==> src/rtl/dmem_arbiter_pkg.sv <==
// Shared types and constants for the two-port data-memory arbiter.
package dmem_arb_pkg;

  typedef enum logic [1:0] {
    IDLE = 2'd0,
    CMD  = 2'd1,
    RESP = 2'd2
  } state_t;

  localparam logic PORT_MEM  = 1'b0;
  localparam logic PORT_DBG  = 1'b1;
  localparam int   MEM_DEPTH = 8192;

endpackage

==> src/rtl/dmem_arbiter_if.sv <==
// Requester handshake and memory command/response bus of the arbiter.
interface dmem_arbiter_if #(
  parameter int ADDR_W = 64,
  parameter int DATA_W = 64
);

  logic              req0;
  logic              req1;
  logic              we0;
  logic              we1;
  logic [ADDR_W-1:0] addr0;
  logic [ADDR_W-1:0] addr1;
  logic [DATA_W-1:0] wdata0;
  logic [DATA_W-1:0] wdata1;
  logic              gnt0;
  logic              gnt1;
  logic              rvalid0;
  logic              rvalid1;
  logic [DATA_W-1:0] rdata;
  logic              rerr;

  logic              mem_readEN;
  logic              mem_writeEn;
  logic [ADDR_W-1:0] mem_addr;
  logic [DATA_W-1:0] mem_wdata;
  logic [DATA_W-1:0] mem_rdata;
  logic              mem_err;

  // Arbiter side: takes requests and memory responses, drives grants and commands.
  modport slave (
    input  req0, req1, we0, we1, addr0, addr1, wdata0, wdata1,
    output gnt0, gnt1, rvalid0, rvalid1, rdata, rerr,
    output mem_readEN, mem_writeEn, mem_addr, mem_wdata,
    input  mem_rdata, mem_err
  );

  // Environment side: requesters plus the data memory.
  modport master (
    output req0, req1, we0, we1, addr0, addr1, wdata0, wdata1,
    input  gnt0, gnt1, rvalid0, rvalid1, rdata, rerr,
    input  mem_readEN, mem_writeEn, mem_addr, mem_wdata,
    output mem_rdata, mem_err
  );

endinterface

==> src/rtl/dmem_arbiter_rr_pick2.sv <==
// Two-way round-robin pick: a lone requester wins, a tie goes to the port
// that did not own the previous transaction.
module rr_pick2
  import dmem_arb_pkg::*;
(
  input  logic req0,
  input  logic req1,
  input  logic last_owner,
  output logic winner,
  output logic any_req
);

  always_comb begin
    // NOTE: every output gets a default first so no path through the block
    // leaves it unassigned, which would otherwise infer a latch.
    winner  = PORT_MEM;
    any_req = req0 | req1;
    if (req0 && req1) begin
      winner = ~last_owner;
    end else if (req1) begin
      winner = PORT_DBG;
    end
  end

endmodule

==> src/rtl/dmem_arbiter.sv <==
// Round-robin arbiter sharing the single-port data memory between the memory
// stage (port 0) and the loader/debug port (port 1), one transaction at a time.
module dmem_arbiter
  import dmem_arb_pkg::*;
#(
  parameter int ADDR_W = 64,
  parameter int DATA_W = 64
) (
  input  logic           clk,
  input  logic           reset,
  dmem_arbiter_if.slave  bus,
  output logic           busy
);

  state_t            state;
  logic              owner;
  logic              last_owner;
  logic              cur_we;
  logic [1:0]        gnt_q;
  logic [1:0]        rvalid_q;
  logic [DATA_W-1:0] rdata_q;
  logic              rerr_q;
  logic              rd_en_q;
  logic              wr_en_q;
  logic [ADDR_W-1:0] addr_q;
  logic [DATA_W-1:0] wdata_q;

  logic              winner;
  logic              any_req;
  logic              sel_we;
  logic [ADDR_W-1:0] sel_addr;
  logic [DATA_W-1:0] sel_wdata;

  rr_pick2 u_pick (
    .req0       (bus.req0),
    .req1       (bus.req1),
    .last_owner (last_owner),
    .winner     (winner),
    .any_req    (any_req)
  );

  assign sel_we    = winner ? bus.we1    : bus.we0;
  assign sel_addr  = winner ? bus.addr1  : bus.addr0;
  assign sel_wdata = winner ? bus.wdata1 : bus.wdata0;

  always_ff @(posedge clk) begin
    if (reset) begin
      state      <= IDLE;
      owner      <= PORT_MEM;
      last_owner <= PORT_DBG;
      cur_we     <= 1'b0;
      gnt_q      <= '0;
      rvalid_q   <= '0;
      rdata_q    <= '0;
      rerr_q     <= 1'b0;
      rd_en_q    <= 1'b0;
      wr_en_q    <= 1'b0;
      addr_q     <= '0;
      wdata_q    <= '0;
    end else begin
      // NOTE: state is updated with non-blocking assignments so every register
      // sees the pre-edge values; the pulse defaults below are then overridden
      // by the branch that fires this cycle.
      gnt_q    <= '0;
      rvalid_q <= '0;
      unique case (state)
        IDLE: begin
          if (any_req) begin
            owner         <= winner;
            last_owner    <= winner;
            cur_we        <= sel_we;
            addr_q        <= sel_addr;
            wdata_q       <= sel_wdata;
            rd_en_q       <= ~sel_we;
            wr_en_q       <= sel_we;
            gnt_q[winner] <= 1'b1;
            state         <= CMD;
          end
        end
        CMD: begin
          // The memory samples the enables on this edge; drop them right after.
          rd_en_q <= 1'b0;
          wr_en_q <= 1'b0;
          addr_q  <= '0;
          wdata_q <= '0;
          state   <= RESP;
        end
        RESP: begin
          rdata_q         <= cur_we ? '0 : bus.mem_rdata;
          rerr_q          <= bus.mem_err;
          rvalid_q[owner] <= 1'b1;
          state           <= IDLE;
        end
        default: begin
          rd_en_q <= 1'b0;
          wr_en_q <= 1'b0;
          state   <= IDLE;
        end
      endcase
    end
  end

  assign bus.gnt0        = gnt_q[PORT_MEM];
  assign bus.gnt1        = gnt_q[PORT_DBG];
  assign bus.rvalid0     = rvalid_q[PORT_MEM];
  assign bus.rvalid1     = rvalid_q[PORT_DBG];
  assign bus.rdata       = rdata_q;
  assign bus.rerr        = rerr_q;
  assign bus.mem_readEN  = rd_en_q;
  assign bus.mem_writeEn = wr_en_q;
  assign bus.mem_addr    = addr_q;
  assign bus.mem_wdata   = wdata_q;
  assign busy            = (state != IDLE);

endmodule

==> src/flat_wrapper.sv <==
// flat-port wrapper written by rule: the top's interface ports become plain ports
module dmem_arbiter_flat import dmem_arb_pkg::*;
#(
  parameter int ADDR_W = 64,
  parameter int DATA_W = 64
)
  (clk, reset, busy, bus_req0, bus_req1, bus_we0, bus_we1, bus_addr0, bus_addr1, bus_wdata0, bus_wdata1, bus_gnt0, bus_gnt1, bus_rvalid0, bus_rvalid1, bus_rdata, bus_rerr, bus_mem_readEN, bus_mem_writeEn, bus_mem_addr, bus_mem_wdata, bus_mem_rdata, bus_mem_err);
  dmem_arbiter_if #(.ADDR_W(ADDR_W), .DATA_W(DATA_W)) bus_i ();
  input  logic clk;
  input  logic reset;
  output logic busy;
  input wire logic [$bits(bus_i.req0)-1:0] bus_req0;
  input wire logic [$bits(bus_i.req1)-1:0] bus_req1;
  input wire logic [$bits(bus_i.we0)-1:0] bus_we0;
  input wire logic [$bits(bus_i.we1)-1:0] bus_we1;
  input wire logic [$bits(bus_i.addr0)-1:0] bus_addr0;
  input wire logic [$bits(bus_i.addr1)-1:0] bus_addr1;
  input wire logic [$bits(bus_i.wdata0)-1:0] bus_wdata0;
  input wire logic [$bits(bus_i.wdata1)-1:0] bus_wdata1;
  output wire logic [$bits(bus_i.gnt0)-1:0] bus_gnt0;
  output wire logic [$bits(bus_i.gnt1)-1:0] bus_gnt1;
  output wire logic [$bits(bus_i.rvalid0)-1:0] bus_rvalid0;
  output wire logic [$bits(bus_i.rvalid1)-1:0] bus_rvalid1;
  output wire logic [$bits(bus_i.rdata)-1:0] bus_rdata;
  output wire logic [$bits(bus_i.rerr)-1:0] bus_rerr;
  output wire logic [$bits(bus_i.mem_readEN)-1:0] bus_mem_readEN;
  output wire logic [$bits(bus_i.mem_writeEn)-1:0] bus_mem_writeEn;
  output wire logic [$bits(bus_i.mem_addr)-1:0] bus_mem_addr;
  output wire logic [$bits(bus_i.mem_wdata)-1:0] bus_mem_wdata;
  input wire logic [$bits(bus_i.mem_rdata)-1:0] bus_mem_rdata;
  input wire logic [$bits(bus_i.mem_err)-1:0] bus_mem_err;
  assign bus_i.req0 = bus_req0;
  assign bus_i.req1 = bus_req1;
  assign bus_i.we0 = bus_we0;
  assign bus_i.we1 = bus_we1;
  assign bus_i.addr0 = bus_addr0;
  assign bus_i.addr1 = bus_addr1;
  assign bus_i.wdata0 = bus_wdata0;
  assign bus_i.wdata1 = bus_wdata1;
  assign bus_gnt0 = bus_i.gnt0;
  assign bus_gnt1 = bus_i.gnt1;
  assign bus_rvalid0 = bus_i.rvalid0;
  assign bus_rvalid1 = bus_i.rvalid1;
  assign bus_rdata = bus_i.rdata;
  assign bus_rerr = bus_i.rerr;
  assign bus_mem_readEN = bus_i.mem_readEN;
  assign bus_mem_writeEn = bus_i.mem_writeEn;
  assign bus_mem_addr = bus_i.mem_addr;
  assign bus_mem_wdata = bus_i.mem_wdata;
  assign bus_i.mem_rdata = bus_mem_rdata;
  assign bus_i.mem_err = bus_mem_err;
  dmem_arbiter #(.ADDR_W(ADDR_W), .DATA_W(DATA_W)) u_core (.clk(clk), .reset(reset), .bus(bus_i), .busy(busy));
endmodule
==> config.mk <==
export PLATFORM = sky130hd
export DESIGN_NAME = dmem_arbiter_flat
export DESIGN_NICKNAME = d
export VERILOG_FILES = /design/src/rtl/dmem_arbiter_pkg.sv /design/src/rtl/dmem_arbiter_if.sv /design/src/rtl/dmem_arbiter_rr_pick2.sv /design/src/rtl/dmem_arbiter.sv /design/src/flat_wrapper.sv
export SDC_FILE = /design/constraint.sdc
export NUM_CORES = 1
export LEC_CHECK = 0
export CAP_MARGIN = 25
export CORE_AREA = 3 3 203 205
export DETAILED_ROUTE_END_ITERATION = 7
export DIE_AREA = 0 0 206 208
export GPL_ROUTABILITY_DRIVEN = 0
export PLACE_DENSITY_LB_ADDON = 0.15
export SLEW_MARGIN = 20
export SYNTH_ARGS = -nofsm -noshare
export SYNTH_HDL_FRONTEND = slang
export SYNTH_SLANG_ARGS = --single-unit
==> constraint.sdc <==
create_clock -name clk -period 1.74 [get_ports clk]
set_input_delay 0.348 -clock clk [delete_from_list [all_inputs] [get_ports clk]]
set_output_delay 0.348 -clock clk [all_outputs]
set_load 0.01 [all_outputs]
==> qor.yml <==
global_routing:
  grt_use_total_pct: 14.5
  grt_pass1_vias: 7433
  grt_overflow_total: 0
  grt_pass1_wl_um: 48000
  grt_max_degree: 64
  antenna_found_initial: 3
synthesis:
  netlist.top_cell.by_area: "dfxtp_1"
  synth.avg_cell_area_um2: 12.7
  synth_edf_count: 0
  syn_nets: 950
  ys_types: 33
  synthMostInstantiatedCell: "dfxtp_1"
  synth_ff_type: "dfxtp_1"
  synthTopCellsByArea: "dfxtp_1, mux2i_1, o2bb2ai_1, o2bb2ai_2, a22o_1"
  synthCells: 623
  yosysSeqAreaShare_pct: 51.7
  syn-cell-area_um2: 7890
  ys_ff_latch: 204
  synth_common_cells: "dfxtp_1, mux2i_1, o2bb2ai_1"
  yosysTopAreaCellShare_pct: 51.7
  async_reset_ff_share_pct: 0
  yosys_warnings: 0
detailed_routing:
  vias: 7142
  first_iter_violations: 217
  wl_per_cell_um: 19.5
  highest_layer: "met5"
  drc: 0
  dr_wl_met3_um: 3740
  firstDrtPassIters: 6
  antenna_left: 0
  wl_met2_um: 16500
  met1Wirelength_um: 12700
  wirelength_um: 33300
  via_per_inst: 4.18
clock_network:
  numCtsBuffers: 25
  cts_tree: "yes"
  ctsHtreeMaxLevel: 1
  clk_latency_ps: 510
  ctsRootBufferMaster: "clkbuf_16"
  cts_hold_buf: 0
  cts.path.max_buffers: 3
  clock_sinks: 204
  clk_pin_slew_ps: 60
setup_path:
  worstSetupPathType: "in2reg"
  cp-end-kind: "register"
  cp.required_ps: 2180
  critPathMaxFanout: 11
  cp_data_arrival_time_ps: 2060
  start_kind: "input pin"
layout:
  drive_gt1_share_pct: 11.9
  n_antenna_cell: 0
  layoutNonFillerInstCount: 1707
  nets: 1492
  area_delta_synth_final_pct: 86.3
pwr:
  power.density_nw_per_um2: 893
  vdd_drop_max_v: 0.000537
  power_leakage_nw: 6.36
placement:
  io_buffers: 526
  dpl.cell_count: 1662
  place_hpwl_um: 26000
timing:
  skew_ps: 8.29
  rsz0062_at_grt: "false"
  drv_slew: 0
  max_slew_margin_pct: 71.7
  setup_viol: 0
  fmax_ghz: 0.617
  period_needed_ps: 1620
  finalHoldViolCount: 0
  setup_tns_ps: 0
  worst_hold_slack_ps: 420
  post-route-period-util_pct: 93.2
  tightest_slew_ps: 423
floorplanning:
  start_util_pct: 19.9
  dieWidth_um: 206
  core_um2: 39600
  ios: 527
  fp.dieH_um: 208
  rows: 73
  die_area_um2: 42800
job:
  cap_violations: 0
hold_path:
  hold_class: "in2reg"
run_status:
  outcome: "finished clean"
## worst paths after layout
kind              cells past startpoint                         start                              endpoint  slack, ps
hold reg to reg                       1     u_core.owner$_SDFFE_PP0P_         u_core.rvalid_q[0]$_SDFF_PP0_        440
setup reg to reg                      5  u_core.state[0]$_SDFFE_PP0P_  u_core.bus.mem_addr[58]$_SDFFE_PP0P_        130
setup / recovery                      6                      bus_req0  u_core.bus.mem_addr[58]$_SDFFE_PP0P_        120
hold / removal                        2             bus_mem_rdata[18]     u_core.bus.rdata[18]$_SDFFE_PP0N_        420
## final cells by class
type	instances	area, um2
repair buffers	573	5590
clock inverters	8	118
clock buffers	36	757
fillers	3983	24900
multi-input cells	355	3470
inverters	6	22.5
flip-flops and latches	204	4090
well taps	525	657
## layout by cell type, fill, tap and decap left out, types with 3 or more instances in the layout
cell type        instances
o21ai_0                  4
o2bb2ai_1               88
clkbuf_16               25
nand2_1                  3
mux2i_1                128
bufinv_16                3
clkdlybuf4s50_1        326
nor2_1                   4
clkbuf_8                 9
dfxtp_1                202
buf_4                   29
o2bb2ai_2               40
a22o_1                  64
clkinv_2                 4
dlygate4sd2_1          199
buf_12                  18
inv_1                    5
## worst max-delay path, stage by stage
cell and delay [ps]:
clkdlybuf4s50_1 550, or3_1 410, a21oi_4 250, buf_12 190, buf_4 190, o2bb2ai_1 120
## power by group
group	internal, mW	switching, mW
registers	5.00	0.176
logic	1.45	1.05
clock network	3.44	2.03
## flip-flops by register name (all words and copies together), names as in the netlist
signal,flops
u_core.bus.mem_addr,64
u_core.bus.mem_wdata,64
u_core.bus.rdata,64
u_core.gnt_q,2
u_core.rvalid_q,2
u_core.state,2
u_core.bus.mem_readEN,1
u_core.bus.mem_writeEn,1
u_core.bus.rerr,1
u_core.cur_we,1
u_core.last_owner,1
u_core.owner,1
## cells by family (layout without fill, tap and decap cells)
kind of cell | count (synthesis) | after routing | share of synthesized area [%]
AOI/OAI and AO/OA | 208 | 208 | 25.9
buffers and inverters | 64 | 623 | 4.72
DFF | 204 | 204 | 51.7
muxes | 128 | 128 | 16.2
and+or+nand+nor | 19 | 19 | 1.43
## per-stage QoR
stage | power [mW] | util [%] | worst slack (ps) | cell area, um2
after floorplan | 6.24 | - | 180 | 7890
after global placement | 8.03 | 35.5 | -386 | 14100
after detailed placement | 8.03 | 35.5 | -396 | 14100
after CTS | 13.4 | 37.1 | 10.8 | 14700
after global routing | 13.8 | 37.1 | 52.9 | 14700
final | 13.1 | 37.1 | 118 | 14700
## repair_timing
item,in CTS,in global routing
pin swaps,0,1
gates resized for setup,204,2
buffers inserted,0,1
endpoints found under the setup margin,200,1
## metal layers
metal | vias to the layer above | global-route usage, %
li1 | 3483 | -
met1 | 3326 | 16.2
met2 | 296 | 26.0
met3 | 31 | 6.10
met4 | 6 | 2.27
met5 | - | 0
Note: power is estimated with default switching activity, not from simulation.
